<file path="src/rtl/pwm_sequencer_if.sv">
// Host/pwm-facing bus of pwm_sequencer.
//   master: host side (drives table writes, sequence control; observes status and pwm drive)
//   slave : pwm_sequencer side
// Ports: cfg_we/cfg_addr/cfg_width/cfg_hold table write, seq_len/loop/start/stop control,
//        busy/done/cur_index status, pwm_update/pwm_pulse_width/pwm_enable to the pwm.
interface pwm_sequencer_if #(
    parameter int unsigned DEPTH      = 16,
    parameter int unsigned WAVE_LEN   = 1024,
    parameter int unsigned HOLD_WIDTH = 16
);
    localparam int unsigned WAVE_LEN_WIDTH = $clog2(WAVE_LEN + 1);
    localparam int unsigned ADDR_WIDTH     = $clog2(DEPTH);
    localparam int unsigned LEN_WIDTH      = $clog2(DEPTH + 1);

    logic                      cfg_we;
    logic [ADDR_WIDTH-1:0]     cfg_addr;
    logic [WAVE_LEN_WIDTH-1:0] cfg_width;
    logic [HOLD_WIDTH-1:0]     cfg_hold;
    logic [LEN_WIDTH-1:0]      seq_len;
    logic                      loop;
    logic                      start;
    logic                      stop;
    logic                      busy;
    logic                      done;
    logic [ADDR_WIDTH-1:0]     cur_index;
    logic                      pwm_update;
    logic [WAVE_LEN_WIDTH-1:0] pwm_pulse_width;
    logic                      pwm_enable;

    modport master (
        output cfg_we, cfg_addr, cfg_width, cfg_hold, seq_len, loop, start, stop,
        input  busy, done, cur_index, pwm_update, pwm_pulse_width, pwm_enable
    );

    modport slave (
        input  cfg_we, cfg_addr, cfg_width, cfg_hold, seq_len, loop, start, stop,
        output busy, done, cur_index, pwm_update, pwm_pulse_width, pwm_enable
    );
endinterface

</file>
<file path="src/rtl/pwm_sequencer.sv">
// Plays a table of (pulse_width, hold_periods) steps into a pwm instance, advancing only
// on PWM period boundaries. One-shot or looping playback.
// Ports: clk, reset_n (async active-low), bus (pwm_sequencer_if.slave: table write,
//        seq_len/loop/start/stop control, busy/done/cur_index status, pwm drive).
// Assumes DEPTH >= 2 and WAVE_LEN*WAVE_WEIGHT >= 2.
module pwm_sequencer #(
    parameter int unsigned DEPTH       = 16,
    parameter int unsigned WAVE_LEN    = 1024,
    parameter int unsigned WAVE_WEIGHT = 1024,
    parameter int unsigned HOLD_WIDTH  = 16
) (
    input logic             clk,
    input logic             reset_n,
    pwm_sequencer_if.slave  bus
);
    localparam int unsigned WAVE_LEN_WIDTH = $clog2(WAVE_LEN + 1);
    localparam int unsigned ADDR_WIDTH     = $clog2(DEPTH);
    localparam int unsigned LEN_WIDTH      = $clog2(DEPTH + 1);
    localparam int unsigned PERIOD         = WAVE_LEN * WAVE_WEIGHT;
    localparam int unsigned CNT_WIDTH      = $clog2(PERIOD);

    typedef enum logic [1:0] {ST_IDLE, ST_LOAD, ST_RUN, ST_DONE} state_t;

    logic [WAVE_LEN_WIDTH-1:0] width_mem [DEPTH];
    logic [HOLD_WIDTH-1:0]     hold_mem  [DEPTH];

    state_t                    state_q, state_d;
    logic [ADDR_WIDTH-1:0]     idx_q, idx_d;
    logic [HOLD_WIDTH-1:0]     hold_q, hold_d;
    logic [CNT_WIDTH-1:0]      cnt_q, cnt_d;
    logic [LEN_WIDTH-1:0]      len_q, len_d;
    logic                      loop_q, loop_d;
    logic [WAVE_LEN_WIDTH-1:0] width_q, width_d;
    logic                      upd_q, upd_d;
    logic                      busy_q, done_q, en_q;

    logic                      period_tick_c;
    logic                      last_c;
    logic                      start_ok_c;
    logic                      fetch_c;
    logic [ADDR_WIDTH-1:0]     fetch_idx_c;

    // Step table; writes accepted in every state, read only when a step is fetched.
    always_ff @(posedge clk or negedge reset_n) begin
        if (!reset_n) begin
            for (int i = 0; i < int'(DEPTH); i++) begin
                width_mem[i] <= '0;
                hold_mem[i]  <= '0;
            end
        end else if (bus.cfg_we) begin
            width_mem[bus.cfg_addr] <= bus.cfg_width;
            hold_mem[bus.cfg_addr]  <= bus.cfg_hold;
        end
    end

    // Next-state, counters and next output values.
    always_comb begin
        state_d     = state_q;
        idx_d       = idx_q;
        hold_d      = hold_q;
        cnt_d       = cnt_q;
        len_d       = len_q;
        loop_d      = loop_q;
        width_d     = width_q;
        upd_d       = 1'b0;
        fetch_c     = 1'b0;
        fetch_idx_c = '0;

        period_tick_c = (cnt_q == CNT_WIDTH'(PERIOD - 1));
        last_c        = (LEN_WIDTH'(idx_q) + LEN_WIDTH'(1)) >= len_q;
        start_ok_c    = bus.start && (bus.seq_len != '0);

        case (state_q)
            ST_IDLE, ST_DONE: begin
                if (start_ok_c) begin
                    state_d = ST_LOAD;
                    len_d   = (bus.seq_len > LEN_WIDTH'(DEPTH)) ? LEN_WIDTH'(DEPTH) : bus.seq_len;
                    loop_d  = bus.loop;
                    fetch_c = 1'b1;
                    // LOAD counts as the first clock of the first period.
                    cnt_d   = '0;
                end
            end
            ST_LOAD: begin
                state_d = ST_RUN;
                cnt_d   = cnt_q + CNT_WIDTH'(1);
            end
            ST_RUN: begin
                cnt_d = period_tick_c ? '0 : cnt_q + CNT_WIDTH'(1);
                if (period_tick_c) begin
                    if (hold_q > HOLD_WIDTH'(1)) begin
                        hold_d = hold_q - HOLD_WIDTH'(1);
                    end else if (!last_c) begin
                        fetch_c     = 1'b1;
                        fetch_idx_c = idx_q + ADDR_WIDTH'(1);
                    end else if (loop_q) begin
                        fetch_c     = 1'b1;
                    end else begin
                        state_d = ST_DONE;
                    end
                end
            end
            default: state_d = ST_IDLE;
        endcase

        // stop wins over start and over a period boundary.
        if (bus.stop) begin
            state_d = ST_IDLE;
            fetch_c = 1'b0;
            idx_d   = '0;
        end

        if (fetch_c) begin
            idx_d   = fetch_idx_c;
            width_d = (width_mem[fetch_idx_c] > WAVE_LEN_WIDTH'(WAVE_LEN)) ?
                      WAVE_LEN_WIDTH'(WAVE_LEN) : width_mem[fetch_idx_c];
            hold_d  = (hold_mem[fetch_idx_c] == '0) ? HOLD_WIDTH'(1) : hold_mem[fetch_idx_c];
            upd_d   = 1'b1;
        end
    end

    // State, counters and registered outputs (outputs follow the next state).
    always_ff @(posedge clk or negedge reset_n) begin
        if (!reset_n) begin
            state_q <= ST_IDLE;
            idx_q   <= '0;
            hold_q  <= '0;
            cnt_q   <= '0;
            len_q   <= '0;
            loop_q  <= 1'b0;
            width_q <= '0;
            upd_q   <= 1'b0;
            busy_q  <= 1'b0;
            done_q  <= 1'b0;
            en_q    <= 1'b0;
        end else begin
            state_q <= state_d;
            idx_q   <= idx_d;
            hold_q  <= hold_d;
            cnt_q   <= cnt_d;
            len_q   <= len_d;
            loop_q  <= loop_d;
            width_q <= width_d;
            upd_q   <= upd_d;
            busy_q  <= (state_d == ST_LOAD) || (state_d == ST_RUN);
            done_q  <= (state_d == ST_DONE);
            en_q    <= (state_d == ST_RUN);
        end
    end

    assign bus.busy            = busy_q;
    assign bus.done            = done_q;
    assign bus.cur_index       = idx_q;
    assign bus.pwm_update      = upd_q;
    assign bus.pwm_pulse_width = width_q;
    assign bus.pwm_enable      = en_q;
endmodule

</file>
<file path="src/flat_wrapper.sv">
// flat-port wrapper written by rule: the top's interface ports become plain ports
module pwm_sequencer_flat 
#(
    parameter int unsigned DEPTH       = 16,
    parameter int unsigned WAVE_LEN    = 1024,
    parameter int unsigned WAVE_WEIGHT = 1024,
    parameter int unsigned HOLD_WIDTH  = 16
)
  (clk, reset_n, bus_cfg_we, bus_cfg_addr, bus_cfg_width, bus_cfg_hold, bus_seq_len, bus_loop, bus_start, bus_stop, bus_busy, bus_done, bus_cur_index, bus_pwm_update, bus_pwm_pulse_width, bus_pwm_enable);
  pwm_sequencer_if #(.DEPTH(DEPTH), .WAVE_LEN(WAVE_LEN), .HOLD_WIDTH(HOLD_WIDTH)) bus_i ();
  input logic clk;
  input logic reset_n;
  input wire logic [$bits(bus_i.cfg_we)-1:0] bus_cfg_we;
  input wire logic [$bits(bus_i.cfg_addr)-1:0] bus_cfg_addr;
  input wire logic [$bits(bus_i.cfg_width)-1:0] bus_cfg_width;
  input wire logic [$bits(bus_i.cfg_hold)-1:0] bus_cfg_hold;
  input wire logic [$bits(bus_i.seq_len)-1:0] bus_seq_len;
  input wire logic [$bits(bus_i.loop)-1:0] bus_loop;
  input wire logic [$bits(bus_i.start)-1:0] bus_start;
  input wire logic [$bits(bus_i.stop)-1:0] bus_stop;
  output wire logic [$bits(bus_i.busy)-1:0] bus_busy;
  output wire logic [$bits(bus_i.done)-1:0] bus_done;
  output wire logic [$bits(bus_i.cur_index)-1:0] bus_cur_index;
  output wire logic [$bits(bus_i.pwm_update)-1:0] bus_pwm_update;
  output wire logic [$bits(bus_i.pwm_pulse_width)-1:0] bus_pwm_pulse_width;
  output wire logic [$bits(bus_i.pwm_enable)-1:0] bus_pwm_enable;
  assign bus_i.cfg_we = bus_cfg_we;
  assign bus_i.cfg_addr = bus_cfg_addr;
  assign bus_i.cfg_width = bus_cfg_width;
  assign bus_i.cfg_hold = bus_cfg_hold;
  assign bus_i.seq_len = bus_seq_len;
  assign bus_i.loop = bus_loop;
  assign bus_i.start = bus_start;
  assign bus_i.stop = bus_stop;
  assign bus_busy = bus_i.busy;
  assign bus_done = bus_i.done;
  assign bus_cur_index = bus_i.cur_index;
  assign bus_pwm_update = bus_i.pwm_update;
  assign bus_pwm_pulse_width = bus_i.pwm_pulse_width;
  assign bus_pwm_enable = bus_i.pwm_enable;
  pwm_sequencer #(.DEPTH(DEPTH), .WAVE_LEN(WAVE_LEN), .WAVE_WEIGHT(WAVE_WEIGHT), .HOLD_WIDTH(HOLD_WIDTH)) u_core (.clk(clk), .reset_n(reset_n), .bus(bus_i));
endmodule
</file>
<file path="config.mk">
export PLATFORM = sky130hd
export DESIGN_NAME = pwm_sequencer_flat
export DESIGN_NICKNAME = d
export VERILOG_FILES = /design/src/rtl/pwm_sequencer_if.sv /design/src/rtl/pwm_sequencer.sv /design/src/flat_wrapper.sv
export SDC_FILE = /design/constraint.sdc
export NUM_CORES = 1
export LEC_CHECK = 0
export ABC_AREA = 1
export CAP_MARGIN = 0
export CORE_UTILIZATION = 50
export DETAILED_ROUTE_END_ITERATION = 8
export PLACE_DENSITY = 0.81
export SLEW_MARGIN = 20
export SYNTH_ARGS = -nofsm -noshare
export SYNTH_HDL_FRONTEND = slang
export SYNTH_SLANG_ARGS = --single-unit
</file>
<file path="constraint.sdc">
create_clock -name clk -period 3.08 [get_ports clk]
set_input_delay 0.616 -clock clk [delete_from_list [all_inputs] [get_ports clk]]
set_output_delay 0.616 -clock clk [all_outputs]
set_load 0.01 [all_outputs]
</file>
---- After elaboration in Yosys (flattened, before gate mapping) ----
Cells that the tools add are included.
storage, ports and cells
  bits in registers ....................... 495
  output and inout bits ................... 19
  logic and storage cells ................. 120
operators by class
  $add $sub $neg .......................... 4
  magnitude comparators ................... 7
  eq/ne operators ......................... 8
  muxes and demuxes ....................... 43
  bitwise gates (word level) .............. 2
  reductions and logical operators ........ 13
operators by type and width
  cell                   count
  $bwmux 256             1
  $bwmux 176             1
  $mux 16                8
  $bmux 16 s4            1
  $demux 16 s4           1
  $pmux 20 s3            1
  $bmux 11 s4            1
  $demux 11 s4           1
  $mux 11                4
  $mux 20                2
  $mux 4                 6
  $add 20x1->20 const B  1
  $eq 20x20->1 const B   1
  $gt 16x1->1 const B    1
  $logic_not 16->1       1
  $sub 16x1->16 const B  1
  $mux 2                 6
  $gt 11x11->1 const B   1
  $ge 5x5->1 const B     2
  $not 4->5              2
  $eq 2x2->1 const B     4
  $reduce_bool 2->1      4
  $mux 1                 7
  $pmux 2 s3             1
  16 further kinds       18

---- Depth between registers and ports, before layout ----
Gate-level depths: netlist (run 1).
  word-level depth ........................ 13
  gate-level depth with buffers ........... 26
  depth with buffers taken out ............ 24

---- Least setup slack after synthesis (run 1) ----
No wires, ideal clock.
  path type ............................... reg-to-reg
  start point ............................. register u_core.idx_q[0], in the netlist u_core.bus.cur_index[0]
  end point ............................... register u_core.hold_q[0]
  setup time .............................. 0.065 ns
  data arrival time ....................... 3.000 ns
  required time ........................... 3.015 ns
  setup slack ............................. 0.015 ns
  stages on the path, launching flop included .. 25
  buffers on the path ..................... 2
  cells stage by stage .................... dfrtp_1 -> ha_1 -> xor2_1 -> ha_1 -> nand2_1 -> nand2_1 -> nand2_1 -> nand3_1 -> nor2_1 -> nand3_1 -> nor2_1 -> buf_2 -> buf_2 -> nand2_1 -> nand3_1 -> nand3_1 -> nand2_1 -> inv_1 -> nor2_1 -> nand2_1 -> nor2_1 -> nand2_1 -> nand2_1 -> nand2_1 -> nand2_1
between the ends
  cells in the longest elaborated chain, start to end .. 13
  elaborated cells between the ends (all ways) .. 23
ends and longest elaborated chain
  item                                         RTL line              source
  start, declared                              pwm_sequencer.sv:28   logic [ADDR_WIDTH-1:0] idx_q, idx_d;
  start signal, assigned                       pwm_sequencer.sv:138  idx_q <= idx_d;
  $add 4x1->5                                  pwm_sequencer.sv:70   last_c = (LEN_WIDTH'(idx_q) + LEN_WIDTH'(1)) >= len_q;
  $ge 5x5->1                                   pwm_sequencer.sv:70
  $mux 4                                       pwm_sequencer.sv:93   end else if (!last_c) begin
  $mux 4                                       pwm_sequencer.sv:91   if (hold_q > HOLD_WIDTH'(1)) begin
  $mux 4                                       pwm_sequencer.sv:90   if (period_tick_c) begin
  $mux 4                                       pwm_sequencer.sv:73   case (state_q)
  $not 4->5 (not written as such)              pwm_sequencer.sv:117  hold_d = (hold_mem[fetch_idx_c] == '0) ? HOLD_WIDTH'(1) : hold_mem[fetch_idx_c];
  $bmux 16 s4                                  pwm_sequencer.sv:117
  $mux 16 (not written as such) (2 in series)  pwm_sequencer.sv:117
  $logic_not 16->1                             pwm_sequencer.sv:117
  $mux 16                                      pwm_sequencer.sv:117
  $mux 16                                      pwm_sequencer.sv:113  if (fetch_c) begin
  end signal, assigned                         pwm_sequencer.sv:139  hold_q <= hold_d;
  end, declared                                pwm_sequencer.sv:29   logic [HOLD_WIDTH-1:0] hold_q, hold_d;
Parallel ways exist; a longest one is shown, timed or not. The select of a mux whose other input is x is not followed.
A chain may end at the register's enable or synchronous reset.

---- Final worst setup path (run 1) ----
  start point ............................. register u_core.idx_q[0], in the netlist u_core.bus.cur_index[0]
  end point ............................... register u_core.width_q[0], in the netlist u_core.bus.pwm_pulse_width[0]
between the ends
  cells in the longest elaborated chain, start to end .. 12
  elaborated cells between the ends (all ways) .. 18
ends and longest elaborated chain
  item                                         RTL line                                    source
  $add 4x1->5                                  pwm_sequencer.sv:70
  $ge 5x5->1                                   pwm_sequencer.sv:70
  $mux 4                                       pwm_sequencer.sv:93
  $mux 4                                       pwm_sequencer.sv:91
  $mux 4                                       pwm_sequencer.sv:90
  $mux 4                                       pwm_sequencer.sv:73
  $not 4->5 (not written as such)              pwm_sequencer.sv:115, pwm_sequencer.sv:116
  $bmux 11 s4                                  pwm_sequencer.sv:115, pwm_sequencer.sv:116
  $mux 11 (not written as such) (2 in series)  pwm_sequencer.sv:115, pwm_sequencer.sv:116
  $gt 11x11->1                                 pwm_sequencer.sv:115                        width_d = (width_mem[fetch_idx_c] > WAVE_LEN_WIDTH'(WAVE_LEN)) ?
  $mux 11                                      pwm_sequencer.sv:115
  end signal, assigned                         pwm_sequencer.sv:143                        width_q <= width_d;
  end, declared                                pwm_sequencer.sv:33                         logic [WAVE_LEN_WIDTH-1:0] width_q, width_d;
Parallel ways exist; a longest one is shown, timed or not. The select of a mux whose other input is x is not followed.

==> impl_metrics.json, run 1 <==
{
  "wirelength_um": 72900,
  "ioPinCount": 61,
  "clock-sinks": 495,
  "slew_violations": 0,
  "cp.arrival_ps": 3970,
  "max_slew_margin_pct": 59.7,
  "fin_crit_sh_pct": 112,
  "syn_inst": 3176,
  "synth_nets": 3231,
  "dieArea_um2": 49300,
  "postLayoutCellArea_um2": 29200,
  "drt_iter0_drc": 3109,
  "final_antenna_net_count": 0,
  "grt_max_degree": 110,
  "synth_cell_types": 43,
  "num_vias": 22700,
  "ys_warn_count": 0,
  "area.growth.synth_to_final_pct": 20.4,
  "tritoncts": "done",
  "gp_congestion": 0.891,
  "grt_pass1_vias": 21300,
  "grt_util_all_layers_pct": 28.5,
  "synth-edff-count": 0,
  "synthArstFlopShare_pct": 100,
  "rsz0062_at_grt": "true",
  "hold_path.class": "reg2reg",
  "hpwl_um": 41800,
  "synth_seq_cells": 495,
  "vdd_drop_max_mv": 0.335,
  "finalNetCount": 3314,
  "first_pass_iters": 8,
  "grt_pass1_wl_um": 113000,
  "die_y_um": 222,
  "crit_path_start_kind": "flop",
  "max_clock_freq_ghz": 0.290,
  "worstMarginPinSlew_ps": 604,
  "tns_ps": -4030,
  "cp-end-kind": "flop",
  "finalHoldViolCount": 0,
  "violations": "negative setup slack",
  "antenna_found_initial": 2,
  "cts_htree_levels": 2,
  "dpl_cell_area_um2": 26500,
  "io_buffers": 60,
  "worst_slack_ps": -372,
  "overflow": 0,
  "setup_viol": 21,
  "critPathMaxFanout": 17,
  "synth_top_flop_cell": "dfrtp_1",
  "core_area_um2": 47700,
  "vias_per_cell": 5.81,
  "die_w_um": 222,
  "cap_violations": 0,
  "numCtsBuffers": 49,
  "clk_latency_ps": 590,
  "p_per_area_nw_per_um2": 640,
  "final.setup_skew_ps": 14.3,
  "period_needed_ps": 3450,
  "drive_above_1_share_pct": 12.3,
  "path_clk_slew_ps": 60,
  "syn_area_um2": 24200,
  "ys_seq_area_share_pct": 51.2,
  "routedWlPerCell_um": 18.6,
  "start_util_pct": 50.7,
  "num_rows": 80,
  "crit_required_ps": 3590,
  "status": "finished, violations left",
  "leakage_nw": 13.9,
  "drc": 0,
  "critPathKind": "reg2reg",
  "clockBufferDepth": 3,
  "cts-root-buf": "clkbuf_16",
  "syn_area_per_cell_um2": 7.62
}
[registers in the layout (all words and copies together) (netlist names), 2 cells and up]
signal                      count
u_core.bus.cur_index            4
u_core.bus.pwm_pulse_width     11
u_core.cnt_q                   20
u_core.hold_mem               256
u_core.hold_q                  16
u_core.len_q                    5
u_core.state_q                  2
u_core.width_mem              176
[cell usage in the layout (no fill, tap or decap), types with 6 or more instances in the layout]
master	netlist	routed
buf_12	0	49
nor2_4	4	18
inv_1	270	268
o21ai_1	5	10
nor2_1	189	167
o22ai_1	8	8
clkdlybuf4s50_1	0	59
nand4_1	7	7
nor2_2	4	12
clkbuf_16	0	59
nand3b_1	6	6
clkbuf_8	0	9
ha_1	13	12
clkinv_2	1	11
nand3_2	1	45
buf_6	1	9
nor3_1	8	7
a31oi_1	6	6
buf_4	3	119
nand2_2	3	31
nand2_1	934	900
nand3_1	424	379
a21oi_1	130	127
clkbuf_1	165	11
dfrtp_1	495	495
o21ai_0	399	390
xor2_1	15	14
[through the flow]
step           hold slack, ps  utilization, %  worst slack, ps  instances  total power, mW
2_1_floorplan             320               -             15.5       3176             11.0
3_3_place_gp              458            55.6             -163       3786             12.2
3_5_place_dp              466            55.6             -220       3786             12.4
4_1_cts                   483            59.4             -165       3883             18.5
5_1_grt                   504            61.1             -476       3911             19.6
6_report                  477            61.1             -372       3912             18.7
[path summary, 6_finish.rpt]
path | startpoint | endpoint | slack [ps] | cells after the start
worst max-delay path | u_core.bus.cur_index[0]$_DFFE_PN0P_ | u_core.bus.pwm_pulse_width[0]$_DFFE_PN0N_ | -370 | 23
worst min register to register | u_core.bus.pwm_pulse_width[1]$_DFFE_PN0N_ | u_core.bus.pwm_pulse_width[1]$_DFFE_PN0N_ | 480 | 2
min in group asynchronous | reset_n | u_core.width_mem[144]$_DFFE_PN0P_ | 510 | 2
worst min-delay path | u_core.bus.pwm_pulse_width[1]$_DFFE_PN0N_ | u_core.bus.pwm_pulse_width[1]$_DFFE_PN0N_ | 480 | 2
worst max register to register | u_core.bus.cur_index[0]$_DFFE_PN0P_ | u_core.bus.pwm_pulse_width[0]$_DFFE_PN0N_ | -370 | 23
max in group asynchronous | reset_n | u_core.hold_mem[102]$_DFFE_PN0P_ | 1670 | 3
[routing by layer]
metal | global-route usage [%] | part of all wire (%)
met5 | 0 | 0.048
met4 | 10.9 | 3.7
met3 | 6.11 | 11
met2 | 44.3 | 46
met1 | 39.1 | 40
[kinds of logic after synthesis]
logic type      Yosys count  share of synthesized area (%)
compound gates          565                           12.0
xor+xnor                 18                          0.651
fa+ha+maj                13                          0.672
buf+inv                 497                           8.04
flops                   495                           51.2
mux                       1                         0.0413
simple gates           1587                           27.4
[power breakdown]
part / leakage (nW) / switching (mW) / internal (mW)
sequential: 6.09 / 0.787 / 7.96
combinational: 7.03 / 2.27 / 1.57
clock: 0.797 / 2.57 / 3.50
total: 13.9 / 5.63 / 13.0
[repair_timing]
item	in CTS	in global routing
setup buffers	7	17
gates cloned	1	11
setup endpoints to repair	23	28
resized for setup	37	110
hold buffers	1	0
pin swaps	13	55
hold endpoints to repair	29	0
[synthesized netlist by cell type (2+ instances only)]
master	number	area share, %
xor2_1	15	0.54
buf_4	3	0.093
o32ai_1	4	0.14
o22ai_1	8	0.21
xnor2_1	3	0.11
nor3_1	8	0.17
inv_1	270	4.2
nor2_4	4	0.19
ha_1	13	0.67
nand3_1	424	8.8
nor2_1	189	2.9
dfrtp_1	495	51
o31ai_1	2	0.062
a31oi_1	6	0.16
a21oi_1	130	2.7
nor2_2	4	0.10
o2111ai_1	4	0.14
a22oi_1	4	0.12
clkbuf_1	165	2.6
o21ai_0	399	8.2
buf_1	6	0.093
nand3b_1	6	0.19
o21ai_1	5	0.10
nand2_2	3	0.078
nand2_1	934	14
nand4_1	7	0.18
inv_2	2	0.031
buf_2	48	0.99
[worst max-delay path, stage by stage, from the launching register on]
cell and delay, ps:
dfrtp_1 430, ha_2 240, xor2_2 160, ha_1 300, nand2_1 90, nor2_1 60, nand2_1 110, nand4_1 170
nor2_4 170, buf_12 160, nand2_8 100, buf_12 170, nand2_1 50, o21ai_0 130, nand2_1 90, nand3_1 90
nand3_2 100, nand2_1 80, nor2_1 130, nand3_2 100, o21ai_4 170, buf_4 150, nand2_1 60, nand2_1 70
[layout make-up]
cell class | instances | area, um^2
Fill cell | 3727 | 18600
Sequential cell | 495 | 12400
Multi-Input combinational cell | 2186 | 10400
Timing Repair Buffer | 253 | 2910
Clock buffer | 71 | 1440
Inverter | 274 | 1030
Tap cell | 615 | 769
Clock inverter | 17 | 173
Antenna cell | 1 | 2.50
Note: power is estimated with default switching activity, not from simulation.
==> inputs of run 2 (changes only) <==
--- a/config.mk
+++ b/config.mk
@@ -7,8 +7,10 @@
 export LEC_CHECK = 0
 export ABC_AREA = 1
 export CAP_MARGIN = 0
+export CORE_MARGIN = 2
 export CORE_UTILIZATION = 50
 export DETAILED_ROUTE_END_ITERATION = 8
+export GPL_ROUTABILITY_DRIVEN = 1
 export PLACE_DENSITY = 0.81
 export SLEW_MARGIN = 20
 export SYNTH_ARGS = -nofsm -noshare
==> impl_metrics.json, run 2 (synthesis gave the netlist of run 1 again) <==
{
  "grt_util_all_layers_pct": 29.0,
  "die_w_um": 224,
  "min_to": "u_core.hold_mem[50]$_DFFE_PN0P_",
  "rsz0062_at_grt": "true",
  "crit_path_top_delay_cell": "dfrtp_2",
  "worst_slack_ps": -405,
  "layout_common_cells": "nand2_1, dfrtp_1, o21ai_0, nand3_1, inv_1",
  "cpMostUsedCell": "nand2_1",
  "crit_required_ps": 3600,
  "setup_viol": 22,
  "dpl_cell_area_um2": 26400,
  "vias_per_cell": 6.05,
  "antenna_found_initial": 2,
  "pre_cts_slack_ps": -363,
  "gp_congestion": 0.935,
  "hpwl_um": 41200,
  "status": "finished, violations left",
  "hold_path.class": "reg2reg",
  "drc": 0,
  "cp-end-kind": "flop",
  "ioPinCount": 61,
  "grt_pass1_vias": 21800,
  "p_per_area_nw_per_um2": 645,
  "holdPathStages": 2,
  "finalNetCount": 3315,
  "final_antenna_net_count": 0,
  "num_vias": 23700,
  "io_buffers": 60,
  "grt_pass1_wl_um": 116000,
  "grt_max_degree": 100,
  "worstMarginPinSlew_ps": 819,
  "critPathKind": "reg2reg",
  "hold-worst-slack_ps": 487,
  "crit_path_start_kind": "flop",
  "rrSetupSlack_ps": -400,
  "clockBufferDepth": 3,
  "power_mw": 19.4,
  "final_common_cell": "nand2_1",
  "violations": "negative setup slack",
  "r2r_start": "u_core.bus.cur_index[0]$_DFFE_PN0P_",
  "numCtsBuffers": 49,
  "n_fill_cell": 3492,
  "cts_htree_levels": 2,
  "max_clock_freq_ghz": 0.287,
  "clock-sinks": 495,
  "largest_reg_flops": 256,
  "finalHoldViolCount": 0,
  "wirelength_um": 79900,
  "r2r-end": "u_core.bus.pwm_pulse_width[8]$_DFFE_PN0N_",
  "core_area_um2": 47700,
  "largest_register": "u_core.hold_mem",
  "cts-root-buf": "clkbuf_16",
  "routedWlPerCell_um": 20.4,
  "path_clk_slew_ps": 60,
  "cp.arrival_ps": 4000,
  "min-delay-start": "u_core.hold_mem[50]$_DFFE_PN0P_",
  "die_y_um": 224,
  "tns_ps": -4820,
  "dieArea_um2": 50200,
  "fin_crit_sh_pct": 113,
  "tritoncts": "done",
  "final.setup_skew_ps": 22.5,
  "clk_latency_ps": 600,
  "area.growth.synth_to_final_pct": 24.0,
  "leakage_nw": 14.3,
  "slew_violations": 0,
  "critPathMaxFanout": 7,
  "num_rows": 80,
  "period_needed_ps": 3480,
  "cap_violations": 0,
  "slowest_delay_ps": 440,
  "overflow": 0,
  "start_util_pct": 50.7,
  "crit_chain": "ha_4, xor2_2, ha_1, nand2_1, nor2_1, nand2_1, nand4_1, nor2_4, buf_12, nand2_8, buf_12, nand2_1, o21ai_1, nand2_1, nand3_1, nand3_2, nand2_2, nor2_2, nand3_2, o21ai_4, clkbuf_16, nand2_1, nand2_1",
  "max_slew_margin_pct": 45.4,
  "reg_top3": "u_core.hold_mem (256), u_core.width_mem (176), u_core.cnt_q (20)",
  "cp_top_family": "simple AND/OR/NAND/NOR gates",
  "ff2ff_path_depth": 23,
  "drt_iter0_drc": 3363,
  "first_pass_iters": 7,
  "vdd_drop_max_mv": 0.361,
  "crit_buf_inv": 3,
  "postLayoutCellArea_um2": 30000,
  "drive_above_1_share_pct": 15.3
}
[run 2: what timing repair did]
item,CTS,global route
hold endpoints to repair,45,0
hold buffers,1,0
pin swaps,11,88
setup endpoints to repair,25,34
resized for setup,28,249
cloned,8,22
buffers inserted,12,20
[run 2: worst min-delay path, stage by stage, from the launching register on]
cell	delay [ps]
dfrtp_1	340
nand2_1	50
o21ai_0	60
[run 2: stage by stage]
step | cells | util, %
after global routing | 3916 | 62.9
after detailed placement | 3766 | 55.2
final | 3917 | 62.9
after global placement | 3766 | 55.2
after floorplan | 3176 | -
after CTS | 3879 | 59.8
[run 2: worst max path at each step]
stage / start / end / cells after the start
floorplan: u_core.bus.cur_index[0]$_DFFE_PN0P_ / u_core.hold_q[0]$_DFFE_PN0P_ / 24
global placement: u_core.bus.cur_index[0]$_DFFE_PN0P_ / u_core.bus.pwm_pulse_width[6]$_DFFE_PN0N_ / 18
CTS: u_core.bus.cur_index[1]$_DFFE_PN0P_ / u_core.bus.pwm_pulse_width[4]$_DFFE_PN0N_ / 23
detailed placement: u_core.bus.cur_index[0]$_DFFE_PN0P_ / u_core.bus.pwm_pulse_width[1]$_DFFE_PN0N_ / 18
finish: u_core.bus.cur_index[0]$_DFFE_PN0P_ / u_core.bus.pwm_pulse_width[8]$_DFFE_PN0N_ / 23
global route: u_core.bus.cur_index[0]$_DFFE_PN0P_ / u_core.bus.pwm_pulse_width[8]$_DFFE_PN0N_ / 23
[run 2: report_power, final]
part	total, mW	internal [mW]	leakage, nW	switching [mW]
registers	8.81	7.96	6.08	0.845
logic	4.06	1.63	7.31	2.43
clock network	6.49	3.83	0.864	2.66
[run 2: area by class of cell]
cell class                 instances  area [um^2]  area share, %
clock buffer                      71         1470           4.90
multi-input combinational       2186        10800           36.1
antenna                            1         2.50        0.00834
clock inverter                    21          275          0.917
sequential                       495        12400           41.3
timing repair buffer             254         3250           10.8
tap                              615          769           2.56
inverter                         274         1030           3.44
[run 2: layer usage]
metal	vias to the layer above	track usage (%)	wire length, um
met4	2	12.9	4050
met5	-	0	13
met1	11200	39.7	30200
met2	1709	44.5	35700
met3	377	6.43	9930
li1	10400	-	-
==> variant, RTL diff (config.mk and constraints of run 1) <==
`WAVE_LEN` is set to 1024 in 3 places; all go to 256.
--- a/src/rtl/pwm_sequencer_if.sv
+++ b/src/rtl/pwm_sequencer_if.sv
@@ -5,7 +5,7 @@
 //        busy/done/cur_index status, pwm_update/pwm_pulse_width/pwm_enable to the pwm.
 interface pwm_sequencer_if #(
     parameter int unsigned DEPTH      = 16,
-    parameter int unsigned WAVE_LEN   = 1024,
+    parameter int unsigned WAVE_LEN   = 256,
     parameter int unsigned HOLD_WIDTH = 16
 );
     localparam int unsigned WAVE_LEN_WIDTH = $clog2(WAVE_LEN + 1);
--- a/src/rtl/pwm_sequencer.sv
+++ b/src/rtl/pwm_sequencer.sv
@@ -5,7 +5,7 @@
 // Assumes DEPTH >= 2 and WAVE_LEN*WAVE_WEIGHT >= 2.
 module pwm_sequencer #(
     parameter int unsigned DEPTH       = 16,
-    parameter int unsigned WAVE_LEN    = 1024,
+    parameter int unsigned WAVE_LEN    = 256,
     parameter int unsigned WAVE_WEIGHT = 1024,
     parameter int unsigned HOLD_WIDTH  = 16
 ) (
--- a/src/flat_wrapper.sv
+++ b/src/flat_wrapper.sv
@@ -2,7 +2,7 @@
 module pwm_sequencer_flat 
 #(
     parameter int unsigned DEPTH       = 16,
-    parameter int unsigned WAVE_LEN    = 1024,
+    parameter int unsigned WAVE_LEN    = 256,
     parameter int unsigned WAVE_WEIGHT = 1024,
     parameter int unsigned HOLD_WIDTH  = 16
 )
Ports: changed (resized bus_cfg_width and bus_pwm_pulse_width); port bits go from 61 to 57. The function was not compared with the original's and may differ.
==> variant against run 1 <==
  * The flow finishes with violations (hold timing, setup timing)
  * Die area is 7.7% lower
  * Final area is 9.1% lower
  * First-iteration DRC count is 7.4% lower
  * Core utilization is 1.0 points lower
  * Sequential power is 7.8% lower
  * Worst setup slack better by 0.027 ns
  * Routed wire length is 5.5% lower
  * Sequential cell count is 36 lower
  * Area after synthesis is 7.7% lower
  * Power is 11% lower
==> variant: results <==
<?xml version="1.0" encoding="UTF-8"?>
<metrics>
  <group name="cells_and_area">
    <metric name="layout.nonclk_buf_share" unit="%">9.701</metric>
    <metric name="n_multi_input_combinational_cell" unit="">2125</metric>
    <metric name="inv_count" unit="">114</metric>
    <metric name="clockBufferCount" unit="">69</metric>
    <metric name="post_route_cells_drive_above_1_share" unit="%">10.72</metric>
    <metric name="fin_area" unit="µm²">26500</metric>
    <metric name="final.fill_count" unit="">3605</metric>
    <metric name="number_of_non_clock_buffers_in_the_layout" unit="">208</metric>
  </group>
  <group name="global_routing">
    <metric name="grt_pass1_vias" unit="">20060</metric>
    <metric name="grt_start_max_net_pins" unit="">102</metric>
    <metric name="first_pass_grt_wire_length" unit="mm">106.9</metric>
    <metric name="antenna_found_initial" unit="">0</metric>
  </group>
  <group name="timing">
    <metric name="setup-violations-final" unit="">24</metric>
    <metric name="setup_slack_of_the_critical_path_after_layout" unit="ns">-0.3454</metric>
    <metric name="slew-limit-headroom" unit="%">51.25</metric>
    <metric name="finalHoldViolCount" unit="">16</metric>
    <metric name="hold_slack" unit="ns">-0.02238</metric>
    <metric name="fin_tns_setup" unit="ns">-4.810</metric>
  </group>
  <group name="worst_setup_path">
    <metric name="reg2reg_from" unit="">u_core.bus.cur_index[1]</metric>
    <metric name="crit_slowest_cell" unit="">sky130_fd_sc_hd__dfrtp_2</metric>
    <metric name="cp_max_fo" unit="">8</metric>
    <metric name="crit_path_max_incr_delay" unit="ns">0.45</metric>
  </group>
  <group name="clock_tree">
    <metric name="cts_post_setup_buffers_inserted" unit="">10</metric>
    <metric name="cts-resized-gates" unit="">43</metric>
  </group>
  <group name="placement">
    <metric name="routabilityCongestion" unit="">0.8920</metric>
    <metric name="dp.final_hpwl" unit="mm">36.01</metric>
    <metric name="dpl-instance-area" unit="µm²">24150</metric>
  </group>
  <group name="run_status">
    <metric name="violations" unit="">hold timing, setup timing</metric>
    <metric name="run_status" unit="">complete, but fails checks</metric>
  </group>
  <group name="drt">
    <metric name="drtIter0Drc" unit="">2878</metric>
    <metric name="vias_per_cell" unit="">5.899</metric>
  </group>
  <group name="yosys">
    <metric name="synthTopCellsByArea" unit="">sky130_fd_sc_hd__dfrtp_1 51%, sky130_fd_sc_hd__nand2_1 17%, sky130_fd_sc_hd__o21ai_0 7.8%</metric>
    <metric name="syn-num-nets" unit="">2961</metric>
  </group>
  <group name="floorplan">
    <metric name="num_tap_cells" unit="">592</metric>
  </group>
</metrics>
==> variant: changes by cell type after synthesis, moves of 8 or more <==
cell	change
sky130_fd_sc_hd__buf_2	+27
sky130_fd_sc_hd__o21ai_0	-50
sky130_fd_sc_hd__nand3_1	-85
sky130_fd_sc_hd__inv_1	-166
sky130_fd_sc_hd__nand2_1	+88
sky130_fd_sc_hd__nor3_1	+8
sky130_fd_sc_hd__dfrtp_1	-36
sky130_fd_sc_hd__clkbuf_1	-36
sky130_fd_sc_hd__nor2_1	-14
sky130_fd_sc_hd__a21oi_1	-11
==> variant: cells by family (layout without fill, tap and decap cells) <==
family | count (synthesis) | after routing | synth area share, %
compound gates | 509 | 509 | 11.78
fa+ha+maj | 13 | 13 | 0.7282
xor+xnor | 12 | 12 | 0.4705
buf+inv | 326 | 401 | 6.100
mux | 4 | 4 | 0.1960
flops | 459 | 459 | 51.42
simple gates | 1585 | 1587 | 29.30
other cells | 0 | 1 | 0
==> variant: report_power, final <==
group	switching, W	internal, W	total [W]
sequential	0.000780	0.00729	0.00807
combinational	0.00176	0.00125	0.00302
clock	0.00238	0.00321	0.00559
total	0.00492	0.0118	0.0167
==> variant: critical path, delay by kind of cell, from the launching register on <==
family / cells / cell delay, ns
xor+xnor: 1 / 0.14
flops: 1 / 0.45
fa+ha+maj: 2 / 0.50
simple gates: 11 / 1.32
compound gates: 3 / 0.39
buf+inv: 3 / 0.54
==> variant: layer usage <==
| metal | up-vias | GRT usage, % | part of all wire, % |
|---|---|---|---|
| met2 | 1340 | 48.02 | 46 |
| met5 | - | 0 | 0 |
| met1 | 10010 | 40.23 | 39 |
| met4 | 0 | 11.70 | 3.7 |
| met3 | 237 | 5.595 | 11 |
| li1 | 9523 | - | - |
